==> config.mk <==
export PLATFORM = sky130hd
export DESIGN_NAME = bus_arbiter
export DESIGN_NICKNAME = d
export VERILOG_FILES = /design/src/rtl/bus_arbiter.sv
export SDC_FILE = /design/constraint.sdc
export NUM_CORES = 1
export LEC_CHECK = 0
export CAP_MARGIN = 20
export CORE_AREA = 2 2 83 85
export CTS_CLUSTER_DIAMETER = 50
export DETAILED_ROUTE_END_ITERATION = 12
export DIE_AREA = 0 0 85 87
export GPL_TIMING_DRIVEN = 0
export PLACE_DENSITY = 0.77
export SLEW_MARGIN = 20
export SYNTH_ARGS = -nofsm -noshare
export SYNTH_HDL_FRONTEND = slang
export SYNTH_SLANG_ARGS = --single-unit
==> constraint.sdc <==
create_clock -name clk -period 1.74 [get_ports clk]
set_input_delay 0.348 -clock clk [delete_from_list [all_inputs] [get_ports clk]]
set_output_delay 0.348 -clock clk [all_outputs]
set_load 0.01 [all_outputs]
==> src/rtl/bus_arbiter.sv <==
// ============================================================================
// Module   : bus_arbiter
// Brief    : Two-master round-robin bus arbiter with master-to-slave mux.
//            Optional grant preemption when BUS_ARB_PREEMPT_EN is defined.
// Revision : 1.0 - initial release
// ============================================================================
`default_nettype none

module bus_arbiter #(
    parameter int WIDTH    = 32,
    parameter int MAX_HOLD = 16
) (
    input  logic             clk,
    input  logic             reset_,
    input  logic             breq0_,
    input  logic             breq1_,
    output logic             bgrt0_,
    output logic             bgrt1_,
    input  logic [WIDTH-1:0] m0_adr,
    input  logic [WIDTH-1:0] m1_adr,
    input  logic [WIDTH-1:0] m0_wdata,
    input  logic [WIDTH-1:0] m1_wdata,
    input  logic             m0_memwrite,
    input  logic             m1_memwrite,
    output logic [WIDTH-1:0] s_adr,
    output logic [WIDTH-1:0] s_wdata,
    output logic             s_memwrite,
    output logic             busy,
    output logic             owner
);

    typedef enum logic [1:0] {
        S_IDLE = 2'd0,
        S_GNT0 = 2'd1,
        S_GNT1 = 2'd2
    } state_t;

    state_t r_state;
    state_t w_state_nxt;
    logic   r_last;
    logic   w_preempt;

`ifdef BUS_ARB_PREEMPT_EN
    localparam int              c_HW        = (MAX_HOLD > 2) ? $clog2(MAX_HOLD) : 1;
    localparam logic [c_HW-1:0] c_HOLD_LAST = c_HW'(MAX_HOLD - 1);

    logic [c_HW-1:0] r_hold;

    // Counter saturates at the last allowed cycle; preemption fires only once the
    // other master is actually waiting.
    always_ff @(posedge clk) begin
        if (!reset_) begin
            r_hold <= '0;
        end else if (w_state_nxt != r_state) begin
            r_hold <= '0;
        end else if (r_state != S_IDLE && r_hold != c_HOLD_LAST) begin
            r_hold <= r_hold + 1'b1;
        end
    end

    assign w_preempt = (r_hold == c_HOLD_LAST);
`else
    assign w_preempt = 1'b0;
`endif

    always_ff @(posedge clk) begin
        if (!reset_) begin
            r_state <= S_IDLE;
            r_last  <= 1'b1;
        end else begin
            r_state <= w_state_nxt;
            if (w_state_nxt == S_GNT0) begin
                r_last <= 1'b0;
            end else if (w_state_nxt == S_GNT1) begin
                r_last <= 1'b1;
            end
        end
    end

    always_comb begin
        w_state_nxt = r_state;
        case (r_state)
            S_IDLE: begin
                if (!breq0_ && !breq1_) begin
                    w_state_nxt = r_last ? S_GNT0 : S_GNT1;
                end else if (!breq0_) begin
                    w_state_nxt = S_GNT0;
                end else if (!breq1_) begin
                    w_state_nxt = S_GNT1;
                end
            end
            S_GNT0: begin
                if (breq0_) begin
                    w_state_nxt = !breq1_ ? S_GNT1 : S_IDLE;
                end else if (w_preempt && !breq1_) begin
                    w_state_nxt = S_GNT1;
                end
            end
            S_GNT1: begin
                if (breq1_) begin
                    w_state_nxt = !breq0_ ? S_GNT0 : S_IDLE;
                end else if (w_preempt && !breq0_) begin
                    w_state_nxt = S_GNT0;
                end
            end
            default: w_state_nxt = S_IDLE;
        endcase
    end

    always_comb begin
        s_adr      = '0;
        s_wdata    = '0;
        s_memwrite = 1'b0;
        case (r_state)
            S_GNT0: begin
                s_adr      = m0_adr;
                s_wdata    = m0_wdata;
                s_memwrite = m0_memwrite;
            end
            S_GNT1: begin
                s_adr      = m1_adr;
                s_wdata    = m1_wdata;
                s_memwrite = m1_memwrite;
            end
            default: ;
        endcase
    end

    assign bgrt0_ = (r_state != S_GNT0);
    assign bgrt1_ = (r_state != S_GNT1);
    assign busy   = (r_state == S_GNT0) || (r_state == S_GNT1);
    assign owner  = (r_state == S_GNT1);

endmodule

`default_nettype wire

# Word level (Yosys, flattened, before mapping)
# Index checks and enable logic that the tools add are counted.
classes:
  eq_ne: 6
  n_mux: 14
  reduce_logical: 6
ops:
  columns: ["cell", "count"]
  rows:
  - ["$pmux W32 S2", 2]
  - ["$mux W2", 7]
  - ["$pmux W2 S3", 1]
  - ["$eq A2 B1 Y1 const B", 2]
  - ["$eq A2 B2 Y1 const B", 2]
  - ["$mux W1", 3]
  - ["$logic_not A1 Y1", 2]
  - ["$logic_not A2 Y1", 1]
  - ["$ne A2 B1 Y1 const B", 1]
  - ["$ne A2 B2 Y1 const B", 1]
  - ["$pmux W1 S2", 1]
  - ["$reduce_bool A2 Y1", 1]
  - ["$logic_and A1 B1 Y1", 1]
  - ["$logic_or A1 B1 Y1", 1]
totals:
  regBits: 3

# Depth between registers and ports, before layout
# Gate-level depths: netlist of the first run.
depth:
  word_depth: 7
  ltp_mapped: 11
  mapped_depth_nobuf: 9

# Worst setup path before layout of the first run
# OpenSTA, ideal clock, no wires.
synth_timing:
  path_type: "register to register"
  from: "reg r_state[1]"
  to: "reg r_last"
  setup_ns: 0.115
  arrival_time_ns: 1.771
  t_required_ns: 1.625
  slack_ns: -0.146
  stages_incl_launch_ff: 11
  synth_period_minus_slack_ns: 1.886
  path_cell_list: "dfxtp_1 > inv_2 > ha_1 > buf_4 > buf_6 > a22oi_1 > o22a_1 > nor3_1 > ha_1 > mux2i_1 > nand2_1"
synth_via:
  elab_cells_between_ends: 13
synth_lines:
  columns: ["element", "line", "text"]
  rows:
  - ["start: declaration", "38", "state_t r_state;"]
  - ["start signal: assignment", "71", "r_state <= w_state_nxt;"]
  - ["$eq A2 B2 Y1 (tied with other cells)", "82", "case (r_state)"]
  - ["$pmux W2 S3 (*)", "82", null]
  - ["net w_state_nxt[0]", "39", "state_t w_state_nxt;"]
  - ["$eq A2 B1 Y1 or $eq A2 B2 Y1 (tied branches)", "72, 74", null]
  - ["$mux W1 or $reduce_bool A2 Y1 (tied branches)", null, null]
  - ["end signal: assignment", "69", "r_last <= 1'b1;"]
  - ["end signal: assignment", "73", "r_last <= 1'b0;"]
  - ["end signal: assignment", "75", "r_last <= 1'b1;"]
  - ["end: declaration", "40", "logic r_last;"]
# Mark *: on every way through the listed nets, which the timed path passes. The rest lies on a longest branch.
# A chain may end at the register's enable or synchronous reset.

# Final worst setup path of the first run
layout_timing:
  from: "reg r_state[1]"
  to: "out s_adr[23]"
layout_via:
  elab_chain_cells: 2
  elab_cells_between_ends: 3
layout_rtl:
  columns: ["element", "line", "text"]
  rows:
  - ["$eq A2 B2 Y1 or $eq A2 B1 Y1 (tied branches)", "114", "case (r_state)"]
  - ["$pmux W32 S2 (*)", "114", null]
  - ["end: declaration", "25", "output logic [WIDTH-1:0] s_adr,"]
# Every way passes the cells marked *; elsewhere a longest branch is shown, timed or not.

==> results of run 1 <==
synthesized netlist by cell type:
library cell | number | area (um2)
a21oi_1 | 2 | 10.0
a22oi_1 | 66 | 495
a2bb2oi_1 | 1 | 8.76
buf_2 | 6 | 30.0
buf_4 | 1 | 7.51
buf_6 | 1 | 11.3
clkbuf_1 | 14 | 52.6
dfxtp_1 | 3 | 60.1
ha_1 | 6 | 75.1
inv_1 | 5 | 18.8
inv_2 | 1 | 3.75
mux2i_1 | 1 | 10.0
nand2_1 | 3 | 11.3
nand4b_1 | 1 | 8.76
nor2_1 | 1 | 3.75
nor2b_1 | 70 | 438
nor3_1 | 1 | 5.00
nor3b_2 | 1 | 12.5
o211ai_1 | 2 | 15.0
o21ai_0 | 1 | 5.00
o22a_1 | 1 | 8.76
o311a_1 | 1 | 10.0
or4b_1 | 1 | 10.0
worst max-delay path, stage by stage (launching register included):
cell and delay [ps]:
dfxtp_4 410, inv_4 70, ha_4 310, clkbuf_16 170, buf_4 120, nor2b_1 170, buf_2 180
state kept, by name, indices dropped and copies added, names as in the netlist:
register	cells
r_last	1
r_state	2
final timing paths:
check / startpoint / endpoint / slack (ps) / depth (start not counted)
hold reg to reg: r_last / r_last / 540 / 2
setup reg to reg: r_state[0] / r_last / -180 / 7
hold / removal: r_last / r_last / 540 / 2
setup / recovery: r_state[1] / s_adr[23] / -280 / 6
what timing repair did:
action | in CTS | in global routing
buffers inserted | 7 | 5
gates resized for setup | 374 | 72
gates cloned | 3 | 5
pin swaps | 18 | 11
endpoints found under the setup margin | 69 | 67
hold buffers | 0 | 0
kinds of logic (layout without fill, tap and decap cells):
group,Yosys count,after routing,share of synthesized area (%)
AO/OA/AOI/OAI,74,74,42.2
adder cells (fa/ha/maj),6,6,5.73
buffers and inverters,28,252,9.45
flip-flops,3,3,4.58
multiplexers,1,1,0.763
AND/OR/NAND/NOR,78,78,37.3
routing by layer:
layer  wire length, um  vias to the layer above  track usage (%)
li1                  -                     1159                -
met1              3490                     1136             24.1
met2              5010                      137             41.1
met3               659                       14             5.02
met4               186                        0             4.18
met5                 0                        -                0
where the power goes:
part	leakage, nW	total, mW	switching, mW	internal [mW]
clock	0.0228	0.209	0.0520	0.157
sequential	0.0260	0.114	0.0283	0.0862
combinational	1.57	2.50	0.988	1.51
area by class of cell:
class	instances	area [um2]	area share [%]
buffer	20	304	6.85
clock buffer	4	45.0	1.01
inverter	6	27.5	0.620
multi-input combinational	159	1740	39.2
sequential	3	67.6	1.52
tap	80	100	2.26
timing repair buffer	222	2160	48.6
through the flow:
stage,instance area [um2],TNS [ps],utilization (%)
after CTS,3990,-10560,60.7
after global placement,3610,-37770,55.0
after global routing,4440,-14140,67.6
after detailed placement,3610,-39400,55.0
final,4440,-10380,67.6
after floorplan,1490,-14.9,-
==> reports/results.txt, run 1 <==
status: finished, violations left
failing checks: setup timing
Hold Vio Cnt, Final: 0
layout cells sized above 1: 56.0%
Tightest Hold Check Type: reg2reg
Seq cells post-synth: 3
grt ovf: 0
Min Clock Period, post-route: 2020 ps
setup slack after layout: -281 ps
Vias/cell: 4.95
Detailed Route Iter0 Violations: 47
CTS H-tree lvls: 1
clock latency on the worst-skew pair: 220 ps
Netlist cell types: 23
most frequent cells in the layout: clkdlybuf4s50_1 (132), a22oi_2 (59), buf_2 (33)
vias in the first global route: 2360
most common cell after layout, fill and taps aside: clkdlybuf4s50_1
Post-Place Cells: 472
Crit. End Element: output port
die footprint: 7400 um2
Ant. Diodes: 0
Max transition margin: 79.1%
Power Density: 637 nW/um2
fill count: 513
Vias: 2446
Fmax: 495 MHz
max-slew violation count: 0
drt pass-1 iters: 4
Final Cycle Share: 116%
die width: 85 um
max cap viols: 0
worst-margin pin slew: 314 ps
dpl ws: -673 ps
Post-Layout Cell Count: 494
RePlAce Congestion: 0.868
Ys Warns: 0
WP data arrival: 1670 ps
Clock Sink Count: 3
Rows: 30
Tot GR Track Use: 21.5%
# IOs: 203
clk buf depth: 2
register area share after synthesis: 4.58%
dpl hpwl: 6350 um
global-route wire length before repair: 12600 um
# setup viols final: 66
post-synth net total: 330
area grow syn2layout: 238%
Hold WS: 544 ps
CTS Buf Count: 3
DR WL/cell: 18.9 um
P_leak: 1.62 nW
DRC viols: 0
critical path type: reg2out
CTS tree: yes
WL final: 9340 um
critical-path maximum fanout: 7
largest net degree at the start of global routing: 11
Root Driver: clkbuf_8
Die Span Y: 87 um
Worst setup SP type: flip-flop
core area: 6570 um2
Buffers on Ports: 202
overall power: 2.83 mW
Fin Clk Skew: 3.74 ps
# nets final: 555
register clock-pin slew on the reported worst setup and hold paths: 30 ps
Initial Utilization: 20.0%
initial antenna violation count: 0
Mapped Area: 1310 um2
post-route antenna net violation count: 0
WP data required: 1390 ps
Synth Instances: 190
Worst IR Drop VDD: 0.363 mV
mean post-synth cell area: 6.90 um2
RSZ-0062 raised after global routing: yes
No activity file was read; power rests on OpenSTA's default activity.
==> run 2, diff against run 1 <==
CORE_AREA = 2 2 79 81   (was 2 2 83 85)
DIE_AREA = 0 0 81 83   (was 0 0 85 87)
DONT_BUFFER_PORTS = 1   (was unset)
PLACE_DENSITY = 0.38   (was 0.77)
RECOVER_POWER = 25   (was unset)
TNS_END_PERCENT = 1   (was unset)
==> reports/results.txt, run 2 (synthesized netlist as in run 1, its figures left out) <==
area grow syn2layout: 83.5% (was 238%)
Worst setup SP type: flip-flop (unchanged)
Power Density: 858 nW/um2 (was 637 nW/um2)
critical-path maximum fanout: 5 (was 7)
Fmax: 536 MHz (was 495 MHz)
Hold Vio Cnt, Final: 0 (unchanged)
Vias/cell: 5.73 (was 4.95)
Net Switching: 864 uW (was 1.07 mW)
grt ovf: 0 (unchanged)
max reg flops: 2 (unchanged)
Multi-input gate area: 1850 um2 (was 1740 um2)
Buffers on Ports: 0 (was 202)
max cap viols: 0 (unchanged)
Ant. Diodes: 0 (unchanged)
Fin Clk Skew: 2.04 ps (was 3.74 ps)
Gate power share: 85.0% (was 88.6%)
CTS tree: yes (unchanged)
drt pass-1 iters: 4 (unchanged)
# IOs: 203 (unchanged)
core area: 5820 um2 (was 6570 um2)
setup slack after layout: -126 ps (was -281 ps)
RSZ-0062 raised after global routing: yes (unchanged)
Vias: 1575 (was 2446)
WL final: 5860 um (was 9340 um)
largest registers: r_state (2), r_last (1) (unchanged)
register area: 67.6 um2 (unchanged)
Min Clock Period, post-route: 1870 ps (was 2020 ps)
worst-margin pin slew: 300 ps (was 314 ps)
most common cell after layout, fill and taps aside: a22oi_2 (was clkdlybuf4s50_1)
Rows: 28 (was 30)
global-route wire length before repair: 8420 um (was 12600 um)
CP Cell Sequence: inv_6 -> ha_4 -> or4b_4 -> o311a_1 -> ha_1 -> mux2i_1 -> nand2_1 (was inv_4 -> ha_4 -> clkbuf_16 -> buf_4 -> nor2b_1 -> buf_2)
fill count: 568 (was 513)
Worst IR Drop VDD: 0.693 mV (was 0.363 mV)
status: finished, violations left (unchanged)
post-route antenna net violation count: 0 (unchanged)
clock latency on the worst-skew pair: 210 ps (was 220 ps)
Final Cycle Share: 107% (was 116%)
Crit. End Element: flip-flop (was output port)
WP data arrival: 1970 ps (was 1670 ps)
DR WL/cell: 21.3 um (was 18.9 um)
vias in the first global route: 1630 (was 2360)
WP data required: 1840 ps (was 1390 ps)
layout cells sized above 1: 78.5% (was 56.0%)
die footprint: 6720 um2 (was 7400 um2)
Initial Utilization: 22.5% (was 20.0%)
Int Power: 1.20 mW (was 1.76 mW)
Root Driver: clkbuf_8 (unchanged)
initial antenna violation count: 0 (unchanged)
Tot GR Track Use: 15.6% (was 21.5%)
Tightest Hold Check Type: in2reg (was reg2reg)
Crit-path slowest cell: or4b_4 (was dfxtp_4)
largest stage delay on the critical path: 460 ps (was 410 ps)
overall power: 2.07 mW (was 2.83 mW)
die width: 81 um (was 85 um)
most frequent cells in the layout: a22oi_2 (52), nor2b_4 (51), a22oi_1 (14) (was clkdlybuf4s50_1 (132), a22oi_2 (59), buf_2 (33))
critical path type: reg2reg (was reg2out)
Largest Register: r_state (unchanged)
CTS Buf Count: 3 (unchanged)
# setup viols final: 59 (was 66)
P_leak: 0.664 nW (was 1.62 nW)
sequential share of power: 5.5% (was 4.1%)
clock share of power: 9.6% (was 7.4%)
# nets final: 341 (was 555)
clk buf depth: 2 (unchanged)
switch share: 41.8% (was 37.8%)
max-slew violation count: 0 (unchanged)
failing checks: setup timing (unchanged)
Max transition margin: 80.0% (was 79.1%)
largest net degree at the start of global routing: 11 (unchanged)
DRC viols: 0 (unchanged)
final core utilization: 41.4% (was 67.6%)
Die Span Y: 83 um (was 87 um)
register clock-pin slew on the reported worst setup and hold paths: 30 ps (about the same)
Detailed Route Iter0 Violations: 40 (was 47)
CTS H-tree lvls: 1 (unchanged)
RePlAce Congestion: 0.709 (was 0.868)
Clock Sink Count: 3 (unchanged)
dpl hpwl: 4610 um (was 6350 um)
[run 2: changes by cell type in the layout (fill, tap and decap cells not counted), moves of 10 or more]
cell | before | now
clkdlybuf4s50_1 | 132 | 0
buf_2 | 33 | 2
nor2b_4 | 21 | 51
buf_6 | 30 | 5
nor2b_2 | 30 | 12
nor2b_1 | 19 | 7
clkdlybuf4s15_2 | 10 | 0
[run 2: worst paths after layout]
check / startpoint / end / slack [ps] / cells past startpoint
worst max-delay path: r_state[0] / r_last / -130 / 7
worst min-delay path: reset_ / r_last / 200 / 1
worst max register to register: r_state[0] / r_last / -130 / 7
worst min register to register: r_last / r_last / 530 / 2
[run 2: cell type report]
type,count,area share (%)
flip-flops and latches,3,2.81
clock buffers,4,1.87
repair buffers,6,2.39
multi-input cells,159,76.9
inverters,6,1.25
plain buffers,22,10.9
well taps,75,3.90
[run 2: repair_timing]
item | 4_1_cts | 5_1_grt
hold buffers | 0 | 0
setup endpoints to repair | 67 | 66
resized for setup | 145 | 37
setup buffers | 3 | 3
hold endpoints to repair | 0 | 0
pin swaps | 14 | 6
[run 2: routing by layer]
metal / vias up / part of all wire [%] / GRT usage, %
met5: - / 0 / 0
li1: 722 / - / -
met1: 733 / 34 / 16.8
met3: 8 / 7.4 / 2.17
met4: 0 / 1.7 / 2.93
met2: 112 / 57 / 31.0
[run 2: power by group through the flow]
stage          combinational, mW  sequential [mW]  clock [mW]
2_1_floorplan              0.887            0.107           0
3_3_place_gp                1.03            0.112           0
3_5_place_dp                1.06            0.114           0
4_1_cts                     1.64            0.112       0.201
5_1_grt                     1.87            0.115       0.212
6_report                    1.76            0.113       0.197
[run 2: per-stage QoR]
step	instance area (um2)	setup slack [ps]	cells	hold WS, ps	TNS, ps
2_1_floorplan	1480	-14.9	190	417	-215
3_3_place_gp	1580	-303	265	420	-14180
3_5_place_dp	1580	-364	265	423	-17340
4_1_cts	2260	-141	272	198	-5830
5_1_grt	2410	-199	275	196	-7330
6_report	2410	-126	275	199	-3130
[run 2: worst max-delay path: cells and delay by family, from the launching register on]
| kind | cells | cell delay (ps) |
|---|---|---|
| compound gates | 1 | 140 |
| mux | 1 | 170 |
| buf+inv | 1 | 80 |
| simple gates | 2 | 520 |
| fa+ha+maj | 2 | 470 |
| flops | 1 | 370 |
